--- config.mk ---
export PLATFORM = sky130hd
export DESIGN_NAME = comb_logic_gates
export DESIGN_NICKNAME = d
export VERILOG_FILES = /design/src/rtl/comb_logic_gates.sv
export SDC_FILE = /design/constraint.sdc
export NUM_CORES = 1
export LEC_CHECK = 0
export CAP_MARGIN = 20
export CORE_MARGIN = 5
export CORE_UTILIZATION = 46
export DETAILED_ROUTE_END_ITERATION = 7
export PLACE_DENSITY_LB_ADDON = 0.3
export RECOVER_POWER = 100
export SLEW_MARGIN = 25
export SYNTH_ARGS = -nofsm -noshare
export SYNTH_HDL_FRONTEND = slang
export SYNTH_SLANG_ARGS = --single-unit
--- constraint.sdc ---
create_clock -name clk -period 1.5 [get_ports clk]
set_input_delay 0.3 -clock clk [delete_from_list [all_inputs] [get_ports clk]]
set_output_delay 0.3 -clock clk [all_outputs]
set_load 0.03 [all_outputs]
--- src/rtl/comb_logic_gates.sv ---
// Registered bitwise AND/OR/XOR/NOT plus reductions of a; 1-cycle latency.
// No backpressure: en=0 holds every result, valid stays set until reset.
module comb_logic_gates #(
   parameter int WIDTH = 8
) (
   input  logic             clk,
   input  logic             rst_n,
   input  logic             en,
   input  logic [WIDTH-1:0] a,
   input  logic [WIDTH-1:0] b,
   output logic [WIDTH-1:0] out_and,
   output logic [WIDTH-1:0] out_or,
   output logic [WIDTH-1:0] out_xor,
   output logic [WIDTH-1:0] out_not,
   output logic             red_and,
   output logic             red_or,
   output logic             red_xor,
   output logic             valid
);

   logic [WIDTH-1:0] and_d, and_q;
   logic [WIDTH-1:0] or_d,  or_q;
   logic [WIDTH-1:0] xor_d, xor_q;
   logic [WIDTH-1:0] not_d, not_q;
   logic             red_and_d, red_and_q;
   logic             red_or_d,  red_or_q;
   logic             red_xor_d, red_xor_q;
   logic             valid_d,   valid_q;

   always_comb begin
      and_d     = and_q;
      or_d      = or_q;
      xor_d     = xor_q;
      not_d     = not_q;
      red_and_d = red_and_q;
      red_or_d  = red_or_q;
      red_xor_d = red_xor_q;
      valid_d   = valid_q;
      if (en) begin
         and_d     = a & b;
         or_d      = a | b;
         xor_d     = a ^ b;
         not_d     = ~a;
         red_and_d = &a;
         red_or_d  = |a;
         red_xor_d = ^a;
         valid_d   = 1'b1;
      end
   end

   // Reset wins over en, so it lives in the register stage rather than in the next-state logic.
   always_ff @(posedge clk) begin
      if (!rst_n) begin
         and_q     <= '0;
         or_q      <= '0;
         xor_q     <= '0;
         not_q     <= '0;
         red_and_q <= 1'b0;
         red_or_q  <= 1'b0;
         red_xor_q <= 1'b0;
         valid_q   <= 1'b0;
      end else begin
         and_q     <= and_d;
         or_q      <= or_d;
         xor_q     <= xor_d;
         not_q     <= not_d;
         red_and_q <= red_and_d;
         red_or_q  <= red_or_d;
         red_xor_q <= red_xor_d;
         valid_q   <= valid_d;
      end
   end

   assign out_and = and_q;
   assign out_or  = or_q;
   assign out_xor = xor_q;
   assign out_not = not_q;
   assign red_and = red_and_q;
   assign red_or  = red_or_q;
   assign red_xor = red_xor_q;
   assign valid   = valid_q;

endmodule

==> results.md <==
* Number of standard cells after synthesis at 162
* Normalized max-slew margin at 0.780
* Clock power frac at 0.306
* GRT Residual Overflow at 0
* Count of max-cap constraint violations at 0
* Period utilization at 0.932
* Portion of total power attributed to combinational logic at 0.226
* Category of the worst setup path capture point: flop
* I/O pin cnt at between 50 and 60
* Clock tree from TritonCTS: yes
* Number of cells upsized or downsized after cts at 36
* Final max-slew violation count at 0
* Largest net degree at the start of global routing at 55
* Setup violators final at 0
* Time the final worst path needs with I/O delays and setup at about 1.4 ns
* Final core occ at 0.667
* Clock skew at 0 ns
* Placement row count at 22
* Overall routed net length at ~3.7 mm
* Diode insertion count for antenna repair at 0
* Top post-synthesis cells by area: sky130_fd_sc_hd__dfxtp_1, sky130_fd_sc_hd__ha_1, sky130_fd_sc_hd__mux2i_1
* Number of global-route vias before repair at approximately 1,400
* Clock H-tree levels at 2
* Min Hold Slack at 0.464 ns
* Run status: completed
* Sequential share of the synthesized area at 0.415
* Leakage at about 1.4 nW
* Switching power of the nets at 0.000630 W
* Antenna Violating Nets Remaining at 0
* Largest buffer count on any clock path at 2
* Maximum vdd ir drop at approximately 0.64 mV
* Worst hold-check path type: reg -> reg
* Synthesized area per cell at between 10 and 15 um2
* Syn Nets at between 200 and 250
* RSZ-0062 raised after global routing: false
* Port buffer count at 54
* Worst endpoint data arrival time at between 1.5 and 2 ns
* Required @ worst endpoint at around 1.7 ns
* Post-CTS clock slew at the launch and capture registers of the worst setup and hold paths at approximately 0.070 ns
* Power per unit of standard cell area at 923 nW/um2
* Startpoint-to-endpoint class of the critical path: in -> reg
* Final-stage net count at ~270
* Number of buffers inserted for hold repair after clock tree synthesis at 0
* Overall die area at roughly 5100 um2
* Via total after detailed routing at ~1,300
* Register share of total power at 0.467
* Post-synthesis instance area at between 1500 and 2000 um2
* Highest achievable clock rate at 716 MHz
* Unique masters post-synth at 17
* Layout cell share with drive strength beyond 1 at 0.0948
* Actual transition at the worst max-transition pin at about 0.33 ns
* FILL cells at 318
* GR Util All Layers at 0.158
* Library cell used as clock root buffer: sky130_fd_sc_hd__clkbuf_8
* Initial antenna violation count at 0
* Element type at the critical path start: primary input
* Final weighted congestion in routability-driven placement at approximately 0.77
* Starting density of the core at 0.475
* Yosys warns at 0
* DR WL/cell at about 13 um
* Post-synthesis sequential element count at 36
* Die W at a little over 70 um
* Area share of the largest cell type after synthesis at 0.415
* Number of buffers inserted to repair setup after CTS at 0
* Die Height at between 70 and 80 um
* Dominant cell type by area after synthesis: sky130_fd_sc_hd__dfxtp_1
* Number of buffers inserted during clock tree synthesis at 5
* Layout-stage area growth over the synthesis result at 40.5%
* Clk sink count at 36
* Final count of hold timing violations at 0
* Switching portion of total power at 0.280
* Area of the core at ~3700 um2
* CP max FO at 2
* Ratio of routed vias to standard cells at 4.64
* Global-route wire length before repair at about 6.3 mm
* DP HPWL at between 2 and 3 mm
* DRT Pass-1 Iters at 4
* Cell internal pwr at approximately 0.0016 W
* Remaining routing DRC violations at 0
* Source-to-sink clock delay at the later pin of the worst-skew pair at between 0.2 and 0.3 ns
* DRT iter0 DRCs at 61
final timing paths:
kind	from	end	slack (ns)	cells past startpoint
worst min register to register	valid	valid	0.46	1
worst min-delay path	valid	valid	0.46	1
worst max register to register	red_or	red_or	0.85	1
worst max-delay path	a[2]	red_xor	0.10	6
critical path, stage by stage:
cell and delay (ns):
sky130_fd_sc_hd__clkdlybuf4s50_1 0.48, sky130_fd_sc_hd__inv_1 0.06, sky130_fd_sc_hd__ha_1 0.30, sky130_fd_sc_hd__xnor2_1 0.20, sky130_fd_sc_hd__xnor2_1 0.14, sky130_fd_sc_hd__a21oi_1 0.08
stage by stage:
stage          cell area, um2  cells  setup WS (ns)  TNS, ns  power (W)
6_report                 2440    280          0.103        0    0.00225
5_1_grt                  2440    280         0.0222        0    0.00238
3_3_place_gp             2410    272         -0.177   -0.637    0.00163
2_1_floorplan            1740    162          0.382        0    0.00139
3_5_place_dp             2410    272         -0.204   -0.838    0.00164
4_1_cts                  2450    280         0.0933        0    0.00229
Yosys cell counts:
cell                        n
sky130_fd_sc_hd__nand2_1   16
sky130_fd_sc_hd__dfxtp_1   36
sky130_fd_sc_hd__xnor2_1    3
sky130_fd_sc_hd__nand4_1    1
sky130_fd_sc_hd__clkbuf_1   1
sky130_fd_sc_hd__nor2b_1   17
sky130_fd_sc_hd__buf_2      3
sky130_fd_sc_hd__o21ai_0    1
sky130_fd_sc_hd__mux2i_1   17
sky130_fd_sc_hd__and4_1     1
sky130_fd_sc_hd__o211a_1   16
sky130_fd_sc_hd__o21a_1     1
sky130_fd_sc_hd__buf_6      6
sky130_fd_sc_hd__inv_1     17
sky130_fd_sc_hd__ha_1      24
sky130_fd_sc_hd__a21oi_1    1
sky130_fd_sc_hd__o221a_1    1
cells by family after synthesis:
kind of cell	after synthesis	share of synthesized area
muxes	17	0.0979
DFF	36	0.415
adders and majority gates	24	0.173
xor gates and xnor gates	3	0.0151
and+or+nand+nor	35	0.104
buffers and inverters	27	0.0864
AOI/OAI and AO/OA	20	0.109
registers in the layout, indices dropped and copies added (netlist names):
signal   flops
out_and      8
out_not      8
out_or       8
out_xor      8
red_and      1
red_or       1
red_xor      1
valid        1
cell usage in the layout (no fill, tap or decap):
cell type,count
sky130_fd_sc_hd__o221a_1,1
sky130_fd_sc_hd__o211a_1,16
sky130_fd_sc_hd__and4_1,1
sky130_fd_sc_hd__nand4_1,1
sky130_fd_sc_hd__nor2b_1,17
sky130_fd_sc_hd__inv_1,17
sky130_fd_sc_hd__clkbuf_8,6
sky130_fd_sc_hd__dlygate4sd3_1,1
sky130_fd_sc_hd__buf_12,2
sky130_fd_sc_hd__ha_1,24
sky130_fd_sc_hd__dlygate4sd2_1,36
sky130_fd_sc_hd__buf_4,5
sky130_fd_sc_hd__clkbuf_1,5
sky130_fd_sc_hd__o21ai_0,1
sky130_fd_sc_hd__dfxtp_1,36
sky130_fd_sc_hd__buf_2,1
sky130_fd_sc_hd__a21oi_1,1
sky130_fd_sc_hd__xnor2_1,3
sky130_fd_sc_hd__clkdlybuf4s50_1,16
sky130_fd_sc_hd__clkbuf_4,8
sky130_fd_sc_hd__nand2_1,16
sky130_fd_sc_hd__o21a_1,1
sky130_fd_sc_hd__mux2i_1,17
power by group through the flow:
stage               sequential (W)  clock (W)  combinational, W
CTS                        0.00105   0.000711          0.000525
floorplan                  0.00120          0          0.000191
finish                     0.00105   0.000690          0.000510
global placement           0.00107          0          0.000555
global route               0.00106   0.000767          0.000557
detailed placement         0.00108          0          0.000566
final cells by class:
type                            instances  area [um2]  area share
Clock buffer                            8        90.1      0.0369
Timing Repair Buffer                   72         639       0.262
Tap cell                               48        60.1      0.0246
Multi-Input combinational cell         99         867       0.355
Sequential cell                        36         721       0.295
Inverter                               17        63.8      0.0261
per-layer routing:
layer,GRT usage,part of all wire
met2,0.253,0.48
met3,0.0659,0.064
met1,0.191,0.44
met5,0,0
met4,0.0564,0.015
No activity file was read; power rests on OpenSTA's default activity.
